[config.mk]
export PLATFORM = sky130hd
export DESIGN_NAME = cpu_bridge_cmd_master
export DESIGN_NICKNAME = d
export VERILOG_FILES = /design/src/rtl/cpu_bridge_cmd_master.sv
export SDC_FILE = /design/constraint.sdc
export NUM_CORES = 1
export LEC_CHECK = 0
export CORE_MARGIN = 4
export CORE_UTILIZATION = 30
export CTS_CLUSTER_SIZE = 24
export DETAILED_ROUTE_END_ITERATION = 10
export DONT_BUFFER_PORTS = 1
export GPL_TIMING_DRIVEN = 0
export PLACE_DENSITY_LB_ADDON = 0.2
export SYNTH_ARGS = -nofsm -noshare
export SYNTH_HDL_FRONTEND = slang
export SYNTH_SLANG_ARGS = --single-unit
[constraint.sdc]
create_clock -name clk -period 4.6 [get_ports clk]
set_clock_uncertainty 0.2 [all_clocks]
set_input_delay 0.92 -clock clk [delete_from_list [all_inputs] [get_ports clk]]
set_output_delay 0.92 -clock clk [all_outputs]
set_load 0.1 [all_outputs]
[src/rtl/cpu_bridge_cmd_master.sv]
// CPU-domain master that turns the single-outstanding CPU bus into the
// level-request / ack-pulse handshake of the bridge command handler.
module cpu_bridge_cmd_master #(
    parameter int GUARD_CYCLES   = 8,
    parameter int TIMEOUT_CYCLES = 1024,
    parameter int POSTED_WRITES  = 1
) (
    input  logic        clk,
    input  logic        reset,
    input  logic        i_bus_valid,
    output logic        o_bus_ready,
    input  logic [31:0] i_bus_addr,
    input  logic [31:0] i_bus_wdata,
    input  logic [3:0]  i_bus_wstrb,
    output logic [31:0] o_bus_rdata,
    output logic        o_cpu_req,
    output logic [31:0] o_cpu_addr,
    output logic [31:0] o_cpu_wdata,
    output logic [3:0]  o_cpu_wstrb,
    input  logic        i_cpu_ack_pulse,
    input  logic [31:0] i_cpu_rdata,
    input  logic        i_err_clr,
    output logic        o_timeout_err
);

    localparam int TW = $clog2(TIMEOUT_CYCLES + 1);
    localparam int GW = $clog2(GUARD_CYCLES + 1);
    localparam logic [TW-1:0] TIMEOUT_LAST = TW'(TIMEOUT_CYCLES - 1);
    localparam logic [GW-1:0] GUARD_LOAD   = GW'(GUARD_CYCLES - 1);

    typedef enum logic [1:0] {IDLE, REQ, GUARD} state_t;

    state_t        state_q;
    logic          cpuReq_q;
    logic          busReady_q;
    logic          timeoutErr_q;
    logic          posted_q;
    logic [31:0]   cpuAddr_q;
    logic [31:0]   cpuWdata_q;
    logic [3:0]    cpuWstrb_q;
    logic [31:0]   busRdata_q;
    logic [TW-1:0] timeoutCnt_q;
    logic [GW-1:0] guardCnt_q;
    logic          posted_d;

    // Any non-zero strobe is a write; partial strobes are posted too and left to the handler.
    assign posted_d = (POSTED_WRITES != 0) && (i_bus_wstrb != 4'b0000);

    always_ff @(posedge clk or posedge reset) begin
        if (reset) begin
            state_q      <= IDLE;
            cpuReq_q     <= 1'b0;
            busReady_q   <= 1'b0;
            timeoutErr_q <= 1'b0;
            posted_q     <= 1'b0;
            cpuAddr_q    <= '0;
            cpuWdata_q   <= '0;
            cpuWstrb_q   <= '0;
            busRdata_q   <= '0;
            timeoutCnt_q <= '0;
            guardCnt_q   <= '0;
        end else begin
            busReady_q <= 1'b0;
            if (i_err_clr) begin
                timeoutErr_q <= 1'b0;
            end
            case (state_q)
                IDLE: begin
                    if (i_bus_valid) begin
                        cpuAddr_q    <= i_bus_addr;
                        cpuWdata_q   <= i_bus_wdata;
                        cpuWstrb_q   <= i_bus_wstrb;
                        cpuReq_q     <= 1'b1;
                        timeoutCnt_q <= '0;
                        posted_q     <= posted_d;
                        busReady_q   <= posted_d;
                        state_q      <= REQ;
                    end
                end
                REQ: begin
                    // An ack landing on the final timeout cycle still completes normally.
                    if (i_cpu_ack_pulse) begin
                        busRdata_q <= i_cpu_rdata;
                        busReady_q <= !posted_q;
                        cpuReq_q   <= 1'b0;
                        guardCnt_q <= GUARD_LOAD;
                        state_q    <= GUARD;
                    end else if (timeoutCnt_q == TIMEOUT_LAST) begin
                        cpuReq_q     <= 1'b0;
                        timeoutErr_q <= 1'b1;
                        if (!posted_q) begin
                            busRdata_q <= 32'hFFFF_FFFF;
                            busReady_q <= 1'b1;
                        end
                        guardCnt_q <= GUARD_LOAD;
                        state_q    <= GUARD;
                    end else begin
                        timeoutCnt_q <= timeoutCnt_q + TW'(1);
                    end
                end
                GUARD: begin
                    if (guardCnt_q == '0) begin
                        state_q <= IDLE;
                    end else begin
                        guardCnt_q <= guardCnt_q - GW'(1);
                    end
                end
                default: state_q <= IDLE;
            endcase
        end
    end

    assign o_bus_ready   = busReady_q;
    assign o_bus_rdata   = busRdata_q;
    assign o_cpu_req     = cpuReq_q;
    assign o_cpu_addr    = cpuAddr_q;
    assign o_cpu_wdata   = cpuWdata_q;
    assign o_cpu_wstrb   = cpuWstrb_q;
    assign o_timeout_err = timeoutErr_q;

endmodule

======== Word level (Yosys, flattened, before mapping) ========
Index checks and enable logic that the tools add are counted.
operators by class
  add/sub/neg operators ................... 2
  eq/ne operators ......................... 10
  multiplexer cells ....................... 29
  reductions and logical operators ........ 13
operators by type and width
  kind                                                   count
  two-way mux 32 bit                                     3
  two-way mux 11 bit                                     3
  case mux 11 bit (2 select lines)                       1
  two-way mux 4 bit                                      3
  != test 2 bit, second input constant                   6
  AND reduction 3 bit                                    4
  adder 11 x 1 -> 11 bit, second input constant          1
  equality test 11 x 10 -> 1 bit, second input constant  1
  two-way mux 1 bit                                      11
  two-way mux 2 bit                                      4
  case mux 4 bit (2 select lines)                        1
  case mux 2 bit (3 select lines)                        1
  nonzero test 2 bit                                     3
  logical NOT 4 bit                                      1
  case mux 1 bit (2 select lines)                        2
  AND reduction 4 bit                                    1
  nonzero test 4 bit                                     1
  subtractor 4 x 1 -> 4 bit, second input constant       1
  != test 3 bit, second input constant                   1
  equality test 2 x 1 -> 1 bit, second input constant    1
  equality test 2 bit, second input constant             1
  logical NOT 2 bit                                      1
  AND reduction 2 bit                                    1
  logical NOT 1 bit                                      1
storage, ports and cells
  register bits ........................... 121
  input port bits ......................... 105
  output and inout bits ................... 103
  logic and storage cells ................. 65

======== Longest topological paths before layout ========
Gate-level depths: netlist of run 1.
  depth after elaboration ................. 4
  mapped depth ............................ 7
  depth with buffers taken out ............ 6

======== Least setup slack after synthesis of run 1 ========
No wires, ideal clock.
  kind .................................... in2reg
  from .................................... input i_cpu_ack_pulse
  to ...................................... register guardCnt_q[1]
  setup time .............................. 0.128 ns
  arrival time ............................ 1.945 ns
  data required time ...................... 4.272 ns
  setup slack ............................. 2.327 ns
  stages .................................. 4
  path buffers ............................ 0
  path through ............................ or3b_1 a31oi_4 nor2_1 mux2_1
on the way
  longest elaborated chain between the ends .. 2
  elaborated cells between the ends (all ways) .. 4
  classes of those cells .................. 1 x eq/ne; 2 x mux; 1 x reduce/logical
ends and longest elaborated chain
  item                                                                                            RTL line  text
  start, declared                                                                                 20        input logic i_cpu_ack_pulse,
  != test 3 bit (no source line) / two-way mux 4 bit (equally long branches)                      --
  AND reduction 3 bit (no source line) / case mux 4 bit (2 select lines) (equally long branches)  --
  end signal, assigned                                                                            105       guardCnt_q <= guardCnt_q - GW'(1);
  end, declared                                                                                   43        logic [GW-1:0] guardCnt_q;
Parallel ways exist; a longest one is shown, timed or not.
A chain may end at the register's enable or synchronous reset.

======== Worst setup path after layout of run 1 ========
  from .................................... register cpuWdata_q[2], in the netlist o_cpu_wdata[2]
  to ...................................... output o_cpu_wdata[2]
RTL lines
  item                    RTL line  text
  start, declared         39        logic [31:0] cpuWdata_q;
  start signal, assigned  71        cpuWdata_q <= i_bus_wdata;
  end, declared           18        output logic [31:0] o_cpu_wdata,
No word-level cell between the ends.

==> flow_metrics.env, run 1 <==
export IMPL_outcome="completed"
export IMPL_dp_cells=695
export IMPL_r2r_cells=5
export IMPL_clock_latency_ns=0.40
export IMPL_rsz0062_at_grt="false"
export IMPL_final_max_slew_violation_count=0
export IMPL_dieWidth_um=134.8
export IMPL_overflow=0
export IMPL_r2r_slack_ns=2.25
export IMPL_place_congestion=0.7924
export IMPL_cts_root_buffer="clkbuf_16"
export IMPL_routed_wl_um=12060
export IMPL_io_buffers=0
export IMPL_numCtsBuffers=17
export IMPL_cts_buffer_depth=2
export IMPL_dpl_hpwl_um=8816
export IMPL_synthCells=478
export IMPL_layout_common_cells="215 x nand2_1, 121 x dfrtp_1, 32 x o22a_1"
export IMPL_finish_utilization_pct=36.34
export IMPL_arrival_ns=1.36
export IMPL_grt_first_pass_wirelength_um=19160
export IMPL_clkTransAtPathRegs_ns=0.06
export IMPL_yosys_register_bits=121
export IMPL_post_place_ws_ns=1.810
export IMPL_fin_cells=727
export IMPL_ys_flop_type="dfrtp_1"
export IMPL_worst_pin_slew_ns=0.9553
export IMPL_grt_pass1_vias=3612
export IMPL_syn_nets=585
export IMPL_drtPass1Iterations=4
export IMPL_cts_tree="built"
export IMPL_grt_usage_pct=13.53
export IMPL_diodes=0
export IMPL_holdWs_ns=0.1720
export IMPL_worst_slack_ns=2.122
export IMPL_cts_setup_buffers=0
export IMPL_antenna_found_initial=0
export IMPL_drt_vias_per_instance=4.703
export IMPL_die_area_sq_um=18180
export IMPL_setup_viol=0
export IMPL_r2r_start="state_q[0]"
export IMPL_ys_warn_count=0
export IMPL_path_max_fanout=2
export IMPL_slew_headroom_pct=36.08
export IMPL_routedWlPerCell_um=16.59
export IMPL_r2r_end="o_cpu_addr[20]"
export IMPL_area_delta_synth_final_pct=19.22
export IMPL_yosysSeqAreaShare_pct=62.76
export IMPL_fmax_ghz=0.4035
export IMPL_hold_path_class="in -> async"
export IMPL_drt_iter0_drc=128
export IMPL_post_route_period_util_pct=53.88
export IMPL_crit_path_end_kind="output port"
export IMPL_drc=0
export IMPL_via_count=3419
export IMPL_drive_gt1_share_pct=9.393
export IMPL_synth_cell_types=46
export IMPL_grt_max_degree=83
export IMPL_core_sq_um=15830
export IMPL_synth_avg_cell_area_sq_um=10.09
export IMPL_ant_nets=0
export IMPL_die_h_um=134.8
export IMPL_htree_levels=4
export IMPL_io_pins=208
export IMPL_startpoint_type="flip-flop"
export IMPL_worst_setup_path_type="reg -> out"
export IMPL_synthArstFlopShare_pct=100.0
export IMPL_fillers=1611
export IMPL_cp_required_ns=3.48
export IMPL_synth_edf_count=0
export IMPL_period_needed_ns=2.478
export IMPL_mostFrequentLayoutCell="nand2_1"
export IMPL_cts_num_sinks=121
export IMPL_rows=46
export IMPL_hold_viol=0
export IMPL_postCtsHoldBufs=0
export IMPL_syn_cell_area_sq_um=4825
export IMPL_initial_core_util_pct=30.48
export IMPL_cts_resized=0
export IMPL_drv_cap=0
export IMPL_fin_nets=605
[registers in the layout, indices dropped and copies added (netlist names)]
register,flops
o_cpu_addr,32
o_cpu_wdata,32
timeoutCnt_q,11
o_bus_rdata,32
posted_q,1
o_cpu_wstrb,4
o_timeout_err,1
state_q,2
guardCnt_q,4
o_cpu_req,1
o_bus_ready,1
[cell usage after synthesis, drive strengths merged, types with 2 or more instances]
cell	number	area, sq um
a21oi	3	15.01
a31oi	2	27.53
and3	4	25.02
buf	10	50.05
clkbuf	14	52.55
dfrtp	121	3028
ha	2	25.02
inv	6	22.52
mux2i	4	40.04
nand2	215	807.0
nand2b	6	37.54
nand3	4	20.02
nand4	3	18.77
nor2	6	22.52
nor3	2	10.01
nor4	5	31.28
o21a	2	15.01
o21ai	3	15.01
o22a	32	280.3
o311ai	4	42.55
o31ai	3	22.52
o41ai	2	17.52
or3	2	12.51
or4	3	22.52
[worst max path at each step]
stage / startpoint / end / slack [ns] / depth (start not counted)
detailed placement: i_bus_valid / o_cpu_addr[20] / 1.81 / 5
global route: state_q[0] / o_cpu_wdata[0] / 2.01 / 5
floorplan: reset / guardCnt_q[0] / 0.27 / 1
global placement: reset / o_cpu_wdata[26] / -1.03 / 1
CTS: o_cpu_wstrb[0] / o_cpu_wstrb[0] / 2.08 / 0
finish: o_cpu_wdata[2] / o_cpu_wdata[2] / 2.12 / 0
[cell families (layout without fill, tap and decap cells)]
group | count (synthesis) | in the layout | synth area share, %
AOI/OAI and AO/OA | 59 | 59 | 10.43
xor gates and xnor gates | 1 | 1 | 0.1816
adders and majority gates | 2 | 2 | 0.5186
buffers and inverters | 30 | 63 | 2.593
DFF | 121 | 121 | 62.76
muxes | 5 | 5 | 1.063
and+or+nand+nor | 260 | 260 | 22.46
[per-stage QoR]
| step | area [sq um] | TNS [ns] |
|---|---|---|
| after floorplan | 4825 | 0 |
| after global placement | 5095 | -123.22 |
| after detailed placement | 5127 | 0 |
| after CTS | 5752 | 0 |
| after global routing | 5752 | 0 |
| final | 5752 | 0 |
[routing by layer]
| metal | global-route usage, % | share of wire (%) | vias up |
|---|---|---|---|
| met4 | 4.921 | 1.1 | 0 |
| li1 | - | - | 1640 |
| met5 | 0 | 0 | - |
| met1 | 16.22 | 41 | 1644 |
| met3 | 6.259 | 9.1 | 6 |
| met2 | 21.40 | 49 | 129 |
[cell type report]
cell class	count	area (sq um)	area share, %
Buffer	24	102.6	1.784
Multi-Input combinational cell	327	1672	29.06
Sequential cell	121	3028	52.64
Timing Repair Buffer	1	27.53	0.4786
Clock inverter	11	143.9	2.502
Tap cell	216	270.3	4.699
Clock buffer	21	480.5	8.353
Inverter	6	27.53	0.4786
Power of run 1 is not shown: default switching activity piles up to over one toggle a cycle in this logic, so the estimate is an artifact.
==> run 2: changes to the inputs <==
- ABC_AREA: unset -> 1
- clock period: 4.6 -> 2.01 ns (I/O delays scaled with it)
==> run 2 against run 1 <==
The run now ends with hold timing left; synthesized cell count is 19% higher; final area rose by 22%; critical endpoint is now o_cpu_addr[31]; sequential share of layout area down 9.4 points.
==> flow_metrics.env, run 2 <==
export IMPL_outcome="finished with violations"
export IMPL_violations="hold timing"
export IMPL_fmax_ghz=0.5069
export IMPL_place_congestion=0.8401
export IMPL_cts_tree="built"
export IMPL_ant_nets=0
export IMPL_drv_cap=0
export IMPL_synth_top_family_by_area="simple AND/OR/NAND/NOR gates"
export IMPL_clock_latency_ns=0.41
export IMPL_io_pins=208
export IMPL_core_sq_um=16640
export IMPL_synth_cell_types=26
export IMPL_grt_usage_pct=15.68
export IMPL_dieWidth_um=138.4
export IMPL_drt_vias_per_instance=4.515
export IMPL_synth_edf_count=0
export IMPL_cts_setup_buffers=0
export IMPL_holdWs_ns=-0.002516
export IMPL_drive_gt1_share_pct=15.74
export IMPL_area_delta_synth_final_pct=37.97
export IMPL_setup_viol=0
export IMPL_startpoint_type="flip-flop"
export IMPL_synthSimpleGateAreaFrac_pct=27.21
export IMPL_grt_max_degree=35
export IMPL_die_area_sq_um=19170
export IMPL_initial_core_util_pct=30.67
export IMPL_final_max_slew_violation_count=0
export IMPL_path_max_fanout=2
export IMPL_synth_top_area_cell="dfrtp_1"
export IMPL_r2r_cells=9
export IMPL_arrival_ns=1.37
export IMPL_fillers=1587
export IMPL_dp_cells=793
export IMPL_grt_pass1_vias=4377
export IMPL_ys_top_cells_by_count="268 x nand2_1, 121 x dfrtp_1, 44 x nor2_1"
export IMPL_synthCells=570
export IMPL_hold_path_class="in -> reg"
export IMPL_via_count=4176
export IMPL_yosys_register_bits=121
export IMPL_grt_first_pass_wirelength_um=23930
export IMPL_routed_wl_um=14690
export IMPL_rows=47
export IMPL_synth_mux_area_share_pct=0
export IMPL_hold_depth=2
export IMPL_crit_cells=0
export IMPL_routedWlPerCell_um=15.88
export IMPL_slew_headroom_pct=37.44
export IMPL_die_h_um=138.4
export IMPL_drc=0
export IMPL_drt_iter0_drc=149
export IMPL_cts_root_buffer="clkbuf_16"
export IMPL_syn_cell_area_sq_um=5105
export IMPL_drtPass1Iterations=4
export IMPL_synth_area_leaders="dfrtp_1 59%, nand2_1 20%, o21ai_2 5.7%"
export IMPL_crit_path_end_kind="output port"
export IMPL_hold_viol=1
export IMPL_multi_input_area_sq_um=1847
export IMPL_syn_nets=677
export IMPL_htree_levels=4
export IMPL_cts_buffer_depth=2
export IMPL_ff_latch_area_sq_um=3044
export IMPL_ys_warn_count=0
export IMPL_synth_most_common_cell="nand2_1"
export IMPL_ys_flop_type="dfrtp_1"
export IMPL_yosysSeqAreaShare_pct=59.31
export IMPL_numCtsBuffers=17
export IMPL_synth_fa_ha_area_share_pct=0.4902
export IMPL_mostFrequentLayoutCell="nand2_1"
export IMPL_clkTransAtPathRegs_ns=0.06
export IMPL_netlist_area_leader_share_pct=59.31
export IMPL_synthXorXnorAreaFrac_pct=0.6863
export IMPL_synth_avg_cell_area_sq_um=8.956
export IMPL_post_route_period_util_pct=98.14
export IMPL_overflow=0
export IMPL_diodes=0
export IMPL_rsz0062_at_grt="false"
export IMPL_synthArstFlopShare_pct=100.0
export IMPL_antenna_found_initial=0
export IMPL_cp_required_ns=1.41
export IMPL_layout_common_cells="268 x nand2_1, 108 x dfrtp_1, 100 x dlygate4sd3_1"
export IMPL_fin_nets=799
export IMPL_synth_compound_area_share_pct=7.794
export IMPL_cts_num_sinks=121
export IMPL_period_needed_ns=1.973
export IMPL_dpl_hpwl_um=10060
export IMPL_worst_pin_slew_ns=0.9384
export IMPL_worst_setup_path_type="reg -> out"
export IMPL_fin_cells=925
export IMPL_io_buffers=0
## run 2: cell types whose count changed in the layout (fill, tap and decap cells not counted), moves of 6 or more
cell / previous run / this run
o22a_1: 32 / 0
buf_6: 0 / 7
nand2b_1: 6 / 0
dfrtp_2: 0 / 13
inv_1: 5 / 18
o21ai_2: 0 / 33
o21ai_0: 3 / 13
nor2_1: 6 / 44
dfrtp_1: 121 / 108
dlygate4sd3_1: 0 / 100
buf_2: 10 / 2
nand2_1: 215 / 268
nand3_1: 4 / 13
## run 2: metal layers
layer / global-route usage (%) / up-vias / share of wire, %
li1: - / 2020 / -
met1: 18.24 / 1940 / 39
met2: 24.74 / 190 / 47
met3: 7.528 / 26 / 11
met4: 6.812 / 0 / 2.6
met5: 0 / - / 0
## run 2: metrics by stage
stage	setup WS, ns	cell area (sq um)	hold slack (ns)	util (%)	TNS, ns
floorplan	-0.07534	5109	0.2613	-	-9.116
global placement	-0.7628	5384	0.2906	32.35	-90.95
detailed placement	0.07941	5444	0.2131	32.71	0
CTS	0.006677	7032	0.0005443	42.25	0
global route	0.0001620	7043	0.009195	42.32	0
finish	0.03734	7043	-0.002516	42.32	0
## run 2: cell families after synthesis
| family | Yosys count |
|---|---|
| compound gates | 54 |
| xor+xnor | 4 |
| fa+ha+maj | 2 |
| buf+inv | 46 |
| flops | 121 |
| simple gates | 343 |
## run 2: final cells by class
| type | instances | area share (%) |
|---|---|---|
| multi-input combinational | 403 | 26.22 |
| sequential | 121 | 43.22 |
| inverter | 22 | 1.244 |
| clock buffer | 18 | 6.236 |
| buffer | 24 | 2.132 |
| timing repair buffer | 103 | 15.06 |
| tap | 220 | 3.908 |
| clock inverter | 14 | 1.972 |
## run 2: path summary, 6_finish.rpt
kind / from / end / slack [ns]
max in group asynchronous: reset / o_cpu_wstrb[3] / 0.37
min in group asynchronous: reset / o_bus_rdata[26] / 0.38
max: o_cpu_addr[31] / o_cpu_addr[31] / 0.04
max reg2reg: timeoutCnt_q[0] / o_bus_rdata[2] / 0.13
min reg2reg: guardCnt_q[0] / guardCnt_q[0] / 0.30
min: i_bus_wstrb[3] / o_cpu_wstrb[3] / -0.003
## run 2: repair_timing
action,CTS,global route
hold buffers,100,0
endpoints found under the hold margin,128,0
setup endpoints to repair,7,63
gates resized for setup,7,9
Power of run 2 is left out for the same reason.
==> run 3: changes to the inputs <==
==> constraint.sdc (replaced) <==
create_clock -name clk -period 2.01 [get_ports clk]
set_clock_uncertainty 0.2 [all_clocks]
set_input_delay 0.3015 -clock clk [delete_from_list [all_inputs] [get_ports clk]]
set_output_delay 0.3015 -clock clk [all_outputs]
set_load 0.1 [all_outputs]
==> run 3 against run 2 <==
Hold slack improved by 0.12 ns; critical endpoint is now o_cpu_addr[15]; setup slack improved by 0.075 ns; clock-buffer cell count unchanged; register-to-register slack about the same; the flow now finishes without violations; non-clock buffer count increased by 5; critical path type unchanged; final area increased by 0.50%; maximum frequency increased by 3.9%; highest routed layer unchanged.
==> flow_metrics.env, run 3 (synthesis gave the netlist of run 2 again) <==
export IMPL_drt_iter0_drc=153
export IMPL_cts_root_buffer="clkbuf_16"
export IMPL_critPathCapture="o_cpu_addr[15]"
export IMPL_drv_cap=0
export IMPL_dpl_hpwl_um=10060
export IMPL_ant_nets=0
export IMPL_grt_max_degree=35
export IMPL_die_h_um=138.4
export IMPL_grt_pass1_vias=4354
export IMPL_numCtsBuffers=17
export IMPL_setup_viol=0
export IMPL_grt_first_pass_wirelength_um=23870
export IMPL_htree_levels=4
export IMPL_grtUsageMet2_pct=24.51
export IMPL_drt_vias_per_instance=4.500
export IMPL_r2r_end="o_bus_rdata[2]"
export IMPL_startpoint="o_cpu_addr[15]"
export IMPL_startpoint_type="flip-flop"
export IMPL_r2r_start="timeoutCnt_q[0]"
export IMPL_worst_pin_slew_ns=0.9804
export IMPL_layout_common_cells="268 x nand2_1, 120 x dfrtp_1, 105 x dlygate4sd3_1"
export IMPL_cts_tree="built"
export IMPL_via_count=4185
export IMPL_antenna_found_initial=0
export IMPL_place_congestion=0.8401
export IMPL_cts_buffer_depth=2
export IMPL_r2r_slack_ns=0.14
export IMPL_met1_usage_pct=18.39
export IMPL_period_needed_ns=1.898
export IMPL_area_delta_synth_final_pct=38.65
export IMPL_hold_viol=0
export IMPL_arrival_ns=1.40
export IMPL_fillers=1594
export IMPL_worst_setup_path_type="reg -> out"
export IMPL_dieWidth_um=138.4
export IMPL_post_place_ws_ns=0.07941
export IMPL_cts_num_sinks=121
export IMPL_post_route_period_util_pct=94.43
export IMPL_clock_latency_ns=0.41
export IMPL_initial_core_util_pct=30.67
export IMPL_io_pins=208
export IMPL_r2r_cells=9
export IMPL_crit_path_end_kind="output port"
export IMPL_diodes=0
export IMPL_place_area_sq_um=5444
export IMPL_finish_utilization_pct=42.53
export IMPL_drc=0
export IMPL_routedWlPerCell_um=15.73
export IMPL_routed_wl_um=14630
export IMPL_drtPass1Iterations=4
export IMPL_io_buffers=0
export IMPL_use_met3_pct=7.320
export IMPL_cp_required_ns=1.51
export IMPL_hold_path_class="in -> reg"
export IMPL_slew_headroom_pct=34.64
export IMPL_clkTransAtPathRegs_ns=0.06
export IMPL_final_max_slew_violation_count=0
export IMPL_crit_cells=0
export IMPL_grt_usage_pct=15.63
export IMPL_rsz0062_at_grt="false"
export IMPL_worst_slack_ns=0.1120
export IMPL_fin_tns_setup_ns=0
export IMPL_core_sq_um=16640
export IMPL_overflow=0
export IMPL_path_max_fanout=2
export IMPL_mostFrequentLayoutCell="nand2_1"
export IMPL_rows=47
export IMPL_die_area_sq_um=19170
export IMPL_busiest_layer="met2"
export IMPL_fmax_ghz=0.5269
export IMPL_outcome="completed"
export IMPL_fin_nets=804
export IMPL_drive_gt1_share_pct=13.94
export IMPL_fin_area_sq_um=7078
[run 3: cell types whose count changed in the layout (fill, tap and decap cells not counted)]
cell           previous run  this run
dfrtp_1                 108       120
dfrtp_2                  13         1
dlygate4sd3_1           100       105
[run 3: worst min path at each step]
stage	slack [ns]	startpoint	endpoint	cells after the start
after floorplan	0.20	i_err_clr	o_timeout_err	1
after global placement	0.20	i_err_clr	o_timeout_err	1
after detailed placement	0.11	reset	o_bus_rdata[26]	1
after CTS	0.12	i_cpu_ack_pulse	o_bus_rdata[30]	5
after global routing	0.15	i_bus_valid	o_cpu_wstrb[3]	3
final	0.12	i_bus_valid	o_cpu_wstrb[3]	3
[run 3: final cells by class]
class / count / area [sq um] / share of cell area (%)
buffer: 24 / 150.1 / 2.121
timing repair buffer: 108 / 1111 / 15.70
tap: 220 / 275.3 / 3.889
sequential: 121 / 3029 / 42.80
multi-input combinational: 403 / 1847 / 26.09
inverter: 22 / 87.58 / 1.237
clock inverter: 14 / 138.9 / 1.962
clock buffer: 18 / 439.2 / 6.205
[run 3: per-layer routing]
layer	wire length, um	vias to the layer above
met5	0	-
met1	5820	1929
met4	397	0
li1	-	2030
met3	1522	26
met2	6885	200
[run 3: through the flow]
stage | hold slack, ns | cells
6_report | 0.1204 | 930
5_1_grt | 0.1472 | 930
3_5_place_dp | 0.1126 | 793
4_1_cts | 0.1219 | 930
2_1_floorplan | 0.2005 | 570
3_3_place_gp | 0.2035 | 790
[run 3: repair_timing]
action	in CTS	in global routing
resized for setup	0	4
buffers inserted	0	0
endpoints found under the setup margin	0	58
hold buffers	105	0
endpoints found under the hold margin	134	0
Power of run 3 is left out for the same reason.
